[config.mk]
export PLATFORM = sky130hd
export DESIGN_NAME = alu_arbiter_flat
export DESIGN_NICKNAME = d
export VERILOG_FILES = /design/src/rtl/alu_arbiter_if.sv /design/src/rtl/alu_arbiter.sv /design/src/flat_wrapper.sv
export SDC_FILE = /design/constraint.sdc
export NUM_CORES = 1
export LEC_CHECK = 0
export CORE_AREA = 2 2 82 68
export DETAILED_ROUTE_END_ITERATION = 12
export DIE_AREA = 0 0 84 70
export GPL_ROUTABILITY_DRIVEN = 0
export PLACE_DENSITY_LB_ADDON = 0.15
export SYNTH_ARGS = -nofsm -noshare
export SYNTH_HDL_FRONTEND = slang
export SYNTH_SLANG_ARGS = --single-unit
[constraint.sdc]
create_clock -name clk -period 1.9 [get_ports clk]
set_input_delay 0.57 -clock clk [delete_from_list [all_inputs] [get_ports clk]]
set_output_delay 0.57 -clock clk [all_outputs]
set_load 0.02 [all_outputs]
[src/rtl/alu_arbiter_if.sv]
// Requester and ALU-side signal bundle for alu_arbiter.
// The slave modport is the arbiter's view; master is the environment's view.
interface alu_arbiter_if;
  logic        req0;
  logic        req1;
  logic [3:0]  op0;
  logic [3:0]  op1;
  logic [15:0] a0;
  logic [15:0] b0;
  logic [15:0] a1;
  logic [15:0] b1;
  logic        cin0;
  logic        cin1;
  logic        ack0;
  logic        ack1;
  logic [15:0] result;
  logic [2:0]  flags;
  logic        alu_we;
  logic        alu_oe;
  logic        alu_set_state;
  logic [2:0]  alu_new_state;
  logic [15:0] alu_a;
  logic [15:0] alu_b;
  logic [3:0]  alu_opcode;
  logic        alu_cin;
  logic [15:0] alu_z;
  logic        alu_cout;
  logic        alu_zero;
  logic        alu_sign;

  modport slave (
    input  req0, req1, op0, op1, a0, b0, a1, b1, cin0, cin1,
    input  alu_z, alu_cout, alu_zero, alu_sign,
    output ack0, ack1, result, flags,
    output alu_we, alu_oe, alu_set_state, alu_new_state,
    output alu_a, alu_b, alu_opcode, alu_cin
  );

  modport master (
    output req0, req1, op0, op1, a0, b0, a1, b1, cin0, cin1,
    output alu_z, alu_cout, alu_zero, alu_sign,
    input  ack0, ack1, result, flags,
    input  alu_we, alu_oe, alu_set_state, alu_new_state,
    input  alu_a, alu_b, alu_opcode, alu_cin
  );
endinterface

[src/rtl/alu_arbiter.sv]
// Round-robin two-port arbiter/sequencer for the shared 16-bit ALU.
// Define ALU_ARB_FLAGSAVE_EN for per-requester flag shadows with a RESTORE state.
module alu_arbiter (
  input  logic          clk,
  input  logic          rst_n,
  alu_arbiter_if.slave  bus
);

  typedef enum logic [1:0] {
    S_IDLE    = 2'd0,
    S_RESTORE = 2'd1,
    S_EXEC    = 2'd2,
    S_READ    = 2'd3
  } state_t;

  state_t      state_q, state_d;
  logic        grant_q, grant_d;
  logic        ptr_q, ptr_d;
  logic        ack0_q, ack0_d;
  logic        ack1_q, ack1_d;
  logic [15:0] result_q, result_d;
  logic [2:0]  flags_q, flags_d;
  logic        elig0, elig1;

`ifdef ALU_ARB_FLAGSAVE_EN
  logic        last_owner_q, last_owner_d;
  logic [2:0]  shadow0_q, shadow0_d;
  logic [2:0]  shadow1_q, shadow1_d;
`endif

  // A requester whose ack is still visible is not eligible, so it cannot be re-granted on stale req.
  assign elig0 = bus.req0 && !ack0_q;
  assign elig1 = bus.req1 && !ack1_q;

  always_ff @(posedge clk) begin
    if (!rst_n) begin
      state_q      <= S_IDLE;
      grant_q      <= 1'b0;
      ptr_q        <= 1'b0;
      ack0_q       <= 1'b0;
      ack1_q       <= 1'b0;
      result_q     <= 16'h0000;
      flags_q      <= 3'b000;
`ifdef ALU_ARB_FLAGSAVE_EN
      last_owner_q <= 1'b0;
      shadow0_q    <= 3'b000;
      shadow1_q    <= 3'b000;
`endif
    end else begin
      state_q      <= state_d;
      grant_q      <= grant_d;
      ptr_q        <= ptr_d;
      ack0_q       <= ack0_d;
      ack1_q       <= ack1_d;
      result_q     <= result_d;
      flags_q      <= flags_d;
`ifdef ALU_ARB_FLAGSAVE_EN
      last_owner_q <= last_owner_d;
      shadow0_q    <= shadow0_d;
      shadow1_q    <= shadow1_d;
`endif
    end
  end

  always_comb begin
    state_d = state_q;
    grant_d = grant_q;
    ptr_d   = ptr_q;
    case (state_q)
      S_IDLE: begin
        if (elig0 || elig1) begin
          grant_d = (elig0 && elig1) ? ptr_q : elig1;
          ptr_d   = ~grant_d;
`ifdef ALU_ARB_FLAGSAVE_EN
          state_d = (grant_d != last_owner_q) ? S_RESTORE : S_EXEC;
`else
          state_d = S_EXEC;
`endif
        end
      end
      S_RESTORE: state_d = S_EXEC;
      S_EXEC:    state_d = S_READ;
      S_READ:    state_d = S_IDLE;
      default:   state_d = S_IDLE;
    endcase
  end

  // Completion capture: everything below updates only on the closing edge of READ.
  always_comb begin
    ack0_d   = (state_q == S_READ) && !grant_q;
    ack1_d   = (state_q == S_READ) &&  grant_q;
    result_d = result_q;
    flags_d  = flags_q;
    if (state_q == S_READ) begin
      result_d = bus.alu_z;
      flags_d  = {bus.alu_cout, bus.alu_zero, bus.alu_sign};
    end
`ifdef ALU_ARB_FLAGSAVE_EN
    last_owner_d = last_owner_q;
    shadow0_d    = shadow0_q;
    shadow1_d    = shadow1_q;
    if (state_q == S_READ) begin
      last_owner_d = grant_q;
      if (grant_q) shadow1_d = {bus.alu_cout, bus.alu_zero, bus.alu_sign};
      else         shadow0_d = {bus.alu_cout, bus.alu_zero, bus.alu_sign};
    end
`endif
  end

  always_comb begin
    bus.alu_we     = (state_q == S_EXEC);
    bus.alu_oe     = (state_q == S_READ);
    bus.alu_a      = grant_q ? bus.a1   : bus.a0;
    bus.alu_b      = grant_q ? bus.b1   : bus.b0;
    bus.alu_opcode = grant_q ? bus.op1  : bus.op0;
    bus.alu_cin    = grant_q ? bus.cin1 : bus.cin0;
`ifdef ALU_ARB_FLAGSAVE_EN
    bus.alu_set_state = (state_q == S_RESTORE);
    bus.alu_new_state = (state_q == S_RESTORE) ? (grant_q ? shadow1_q : shadow0_q) : 3'b000;
`else
    bus.alu_set_state = 1'b0;
    bus.alu_new_state = 3'b000;
`endif
  end

  assign bus.ack0   = ack0_q;
  assign bus.ack1   = ack1_q;
  assign bus.result = result_q;
  assign bus.flags  = flags_q;

endmodule
[src/flat_wrapper.sv]
// flat-port wrapper written by rule: the top's interface ports become plain ports
module alu_arbiter_flat 
  (clk, rst_n, bus_req0, bus_req1, bus_op0, bus_op1, bus_a0, bus_b0, bus_a1, bus_b1, bus_cin0, bus_cin1, bus_alu_z, bus_alu_cout, bus_alu_zero, bus_alu_sign, bus_ack0, bus_ack1, bus_result, bus_flags, bus_alu_we, bus_alu_oe, bus_alu_set_state, bus_alu_new_state, bus_alu_a, bus_alu_b, bus_alu_opcode, bus_alu_cin);
  alu_arbiter_if bus_i ();
  input  logic clk;
  input  logic rst_n;
  input wire logic [$bits(bus_i.req0)-1:0] bus_req0;
  input wire logic [$bits(bus_i.req1)-1:0] bus_req1;
  input wire logic [$bits(bus_i.op0)-1:0] bus_op0;
  input wire logic [$bits(bus_i.op1)-1:0] bus_op1;
  input wire logic [$bits(bus_i.a0)-1:0] bus_a0;
  input wire logic [$bits(bus_i.b0)-1:0] bus_b0;
  input wire logic [$bits(bus_i.a1)-1:0] bus_a1;
  input wire logic [$bits(bus_i.b1)-1:0] bus_b1;
  input wire logic [$bits(bus_i.cin0)-1:0] bus_cin0;
  input wire logic [$bits(bus_i.cin1)-1:0] bus_cin1;
  input wire logic [$bits(bus_i.alu_z)-1:0] bus_alu_z;
  input wire logic [$bits(bus_i.alu_cout)-1:0] bus_alu_cout;
  input wire logic [$bits(bus_i.alu_zero)-1:0] bus_alu_zero;
  input wire logic [$bits(bus_i.alu_sign)-1:0] bus_alu_sign;
  output wire logic [$bits(bus_i.ack0)-1:0] bus_ack0;
  output wire logic [$bits(bus_i.ack1)-1:0] bus_ack1;
  output wire logic [$bits(bus_i.result)-1:0] bus_result;
  output wire logic [$bits(bus_i.flags)-1:0] bus_flags;
  output wire logic [$bits(bus_i.alu_we)-1:0] bus_alu_we;
  output wire logic [$bits(bus_i.alu_oe)-1:0] bus_alu_oe;
  output wire logic [$bits(bus_i.alu_set_state)-1:0] bus_alu_set_state;
  output wire logic [$bits(bus_i.alu_new_state)-1:0] bus_alu_new_state;
  output wire logic [$bits(bus_i.alu_a)-1:0] bus_alu_a;
  output wire logic [$bits(bus_i.alu_b)-1:0] bus_alu_b;
  output wire logic [$bits(bus_i.alu_opcode)-1:0] bus_alu_opcode;
  output wire logic [$bits(bus_i.alu_cin)-1:0] bus_alu_cin;
  assign bus_i.req0 = bus_req0;
  assign bus_i.req1 = bus_req1;
  assign bus_i.op0 = bus_op0;
  assign bus_i.op1 = bus_op1;
  assign bus_i.a0 = bus_a0;
  assign bus_i.b0 = bus_b0;
  assign bus_i.a1 = bus_a1;
  assign bus_i.b1 = bus_b1;
  assign bus_i.cin0 = bus_cin0;
  assign bus_i.cin1 = bus_cin1;
  assign bus_i.alu_z = bus_alu_z;
  assign bus_i.alu_cout = bus_alu_cout;
  assign bus_i.alu_zero = bus_alu_zero;
  assign bus_i.alu_sign = bus_alu_sign;
  assign bus_ack0 = bus_i.ack0;
  assign bus_ack1 = bus_i.ack1;
  assign bus_result = bus_i.result;
  assign bus_flags = bus_i.flags;
  assign bus_alu_we = bus_i.alu_we;
  assign bus_alu_oe = bus_i.alu_oe;
  assign bus_alu_set_state = bus_i.alu_set_state;
  assign bus_alu_new_state = bus_i.alu_new_state;
  assign bus_alu_a = bus_i.alu_a;
  assign bus_alu_b = bus_i.alu_b;
  assign bus_alu_opcode = bus_i.alu_opcode;
  assign bus_alu_cin = bus_i.alu_cin;
  alu_arbiter u_core (.clk(clk), .rst_n(rst_n), .bus(bus_i));
endmodule
==> results_dict.tcl <==
set metrics [dict create \
    leakagePower_nw 1.45 \
    core-area_um2 5190 \
    grt_pass1_wl_um 8310 \
    post-route-drc-count 0 \
    switchingPower_uw 470 \
    maxCapViolations 0 \
    crit_arrival_ns 1.31 \
    multi_input_area_um2 958 \
    num_rows 24 \
    grt_antenna_before_repair 0 \
    min_from "u_core.bus.result[3]" \
    final_max_slew_viol_count 0 \
    r2r_start "u_core.state_q[0]" \
    grt_remaining_overflow 0 \
    p_int_mw 1.12 \
    setup_tns_ns 0 \
    reg2reg_depth 5 \
    first_global_vias 1592 \
    vias 1644 \
    cts_tree "built" \
    period_share 0.991 \
    skew_ns 0.000975 \
    clk_latency_ns 0.26 \
    final_common_cell "dlygate4sd2_1" \
    io_pins 161 \
    met3WireLength_um 416 \
    cts.htree.levels 1 \
    drt-total-wl_um 5590 \
    syn-cell-area_um2 1580 \
    yosysSeqAreaShare 0.317 \
    clockRootBuffer "clkbuf_8" \
    syn_avg_cell_area_um2 10.4 \
    cts_buffers 3 \
    whs_endpoint "u_core.bus.result[3]" \
    track_usage 0.177 \
    die-width_um 84 \
    critPathMaxFanout 10 \
    power_density_nw_per_um2 491 \
    vias_per_cell 4.41 \
    wl_met1_um 2330 \
    finalHoldViolCount 0 \
    seq_area_um2 504 \
    hold_depth 2 \
    ys_top_cells_by_area "mux2_4, dfxtp_1, nand2_1" \
    rsz0062_at_grt "yes" \
    comb_power_share 0.452 \
    start_util 0.303 \
    yosysTopAreaCellShare 0.352 \
    dp.cells 366 \
    layout_common_cells "dlygate4sd2_1, clkdlybuf4s50_1, mux2_4, buf_6, nand2_1" \
    area_growth_pct 105 \
    yosysTopAreaCell "mux2_4" \
    highest_layer "met4" \
    first_pass_iters 4 \
    ys_warn_count 0 \
    ant_nets 0 \
    fmax_ghz 0.531 \
    ys_ff_latch 25 \
    reg2reg_to "u_core.bus.result[2]" \
    min_period_ns 1.88 \
    status "finished clean" \
    critical_path_class "register to output port" \
    ir_drop_v 0.000394 \
    synthesis.instances 151 \
    p_seq_frac 0.351 \
    setup_viol 0 \
    clock_power_share 0.197 \
    post-route-util 0.622 \
    die_area_um2 5880 \
    regToRegSetupSlack_ns 0.81 \
    stdcell_count 373 \
    drive_gt1_frac 0.344 \
    fill_cells 480 \
    clock_path_buffers 2 \
    hp-class "register to register" \
    diodes 0 \
    cts_sinks 25 \
    wl_met2_um 2830 \
    wl_per_cell_um 15.0 \
    critPathLaunchType "register" \
    switching_share 0.296 \
    grt_max_degree 22 \
    synth_cell_types 23 \
    end_kind "output port" \
    dieHeight_um 70 \
    io_buffers 156 \
    cts.hold.buffers_added 0 \
    dp_hpwl_um 4620 \
    required_ns 1.33 \
    clk_pin_slew_ns 0.09 \
    first_iter_violations 27 \
    nets 406 \
]
==> final cells by class <==
cell class	count	area share
timing repair buffer	164	0.505
multi-input combinational	112	0.296
sequential	25	0.156
tap	65	0.0252
clock buffer	4	0.0139
inverter	3	0.00348
==> sequential cells by signal, summed over array words and instances (netlist names) <==
signal	flops
u_core.bus.result	16
u_core.bus.flags	3
u_core.state_q	2
u_core.bus.ack0	1
u_core.bus.ack1	1
u_core.grant_q	1
u_core.ptr_q	1
==> per-layer routing <==
layer	track usage	vias to the layer above
li1	-	816
met1	0.208	757
met2	0.324	69
met3	0.0544	2
met4	0.0233	0
met5	0	-
==> timing repair <==
action	in CTS	in global routing
resized for setup	298	1
cloned	0	2
buffers inserted	0	1
endpoints found under the setup margin	39	37
==> power by group through the flow <==
stage	combinational, mW	clock, mW	sequential, mW
after global routing	0.754	0.341	0.560
after detailed placement	0.734	0	0.568
after global placement	0.726	0	0.567
final	0.718	0.313	0.557
after CTS	0.708	0.318	0.555
after floorplan	0.332	0	0.582
==> worst max-delay path, stage by stage, from the launching register on <==
cell	delay (ns)
dfxtp_4	0.42
clkbuf_16	0.19
mux2_4	0.31
buf_6	0.13
==> worst max path at each step <==
stage,startpoint,endpoint,slack [ns]
floorplan,u_core.grant_q,bus_alu_a[0],0.40
global placement,bus_a0[0],bus_alu_a[0],-0.48
detailed placement,bus_a0[1],bus_alu_a[1],-0.50
CTS,u_core.grant_q,bus_alu_a[4],0.01
global route,u_core.grant_q,bus_alu_b[15],-0.02
finish,u_core.grant_q,bus_alu_a[11],0.02
==> cell families (layout without fill, tap and decap cells) <==
logic type             count (synthesis)  in the layout  synth area share
AO/OA/AOI/OAI                         24             24             0.108
buffers and inverters                 17            171            0.0817
flip-flops                            25             25             0.317
multiplexers                          37             37             0.352
other                                  1              4           0.00238
AND/OR/NAND/NOR                       47             47             0.138
==> synthesized netlist by cell type <==
cell type and instances:
a21boi_1 1, a21oi_1 10, a21oi_2 9, a311oi_1 1
and2_1 1, and3_1 1, buf_2 4, buf_4 4
buf_6 6, conb_1 1, dfxtp_1 25, inv_1 2
inv_2 1, mux2_4 37, nand2_1 31, nand2_2 9
nand2b_1 2, nor2_1 1, nor2b_1 1, nor3_2 1
o2111ai_1 1, o211a_1 1, o22ai_1 1
==> metrics by stage <==
| stage | cell area [um^2] | total power, mW | setup slack, ns | hold WS [ns] |
|---|---|---|---|---|
| detailed placement | 3180 | 1.30 | -0.504 | 0.450 |
| CTS | 3170 | 1.58 | 0.0149 | 0.458 |
| finish | 3230 | 1.59 | 0.0166 | 0.456 |
| global placement | 3180 | 1.29 | -0.475 | 0.440 |
| floorplan | 1590 | 0.914 | 0.398 | 0.472 |
| global route | 3230 | 1.66 | -0.0248 | 0.474 |
No activity file was read; power rests on OpenSTA's default activity.
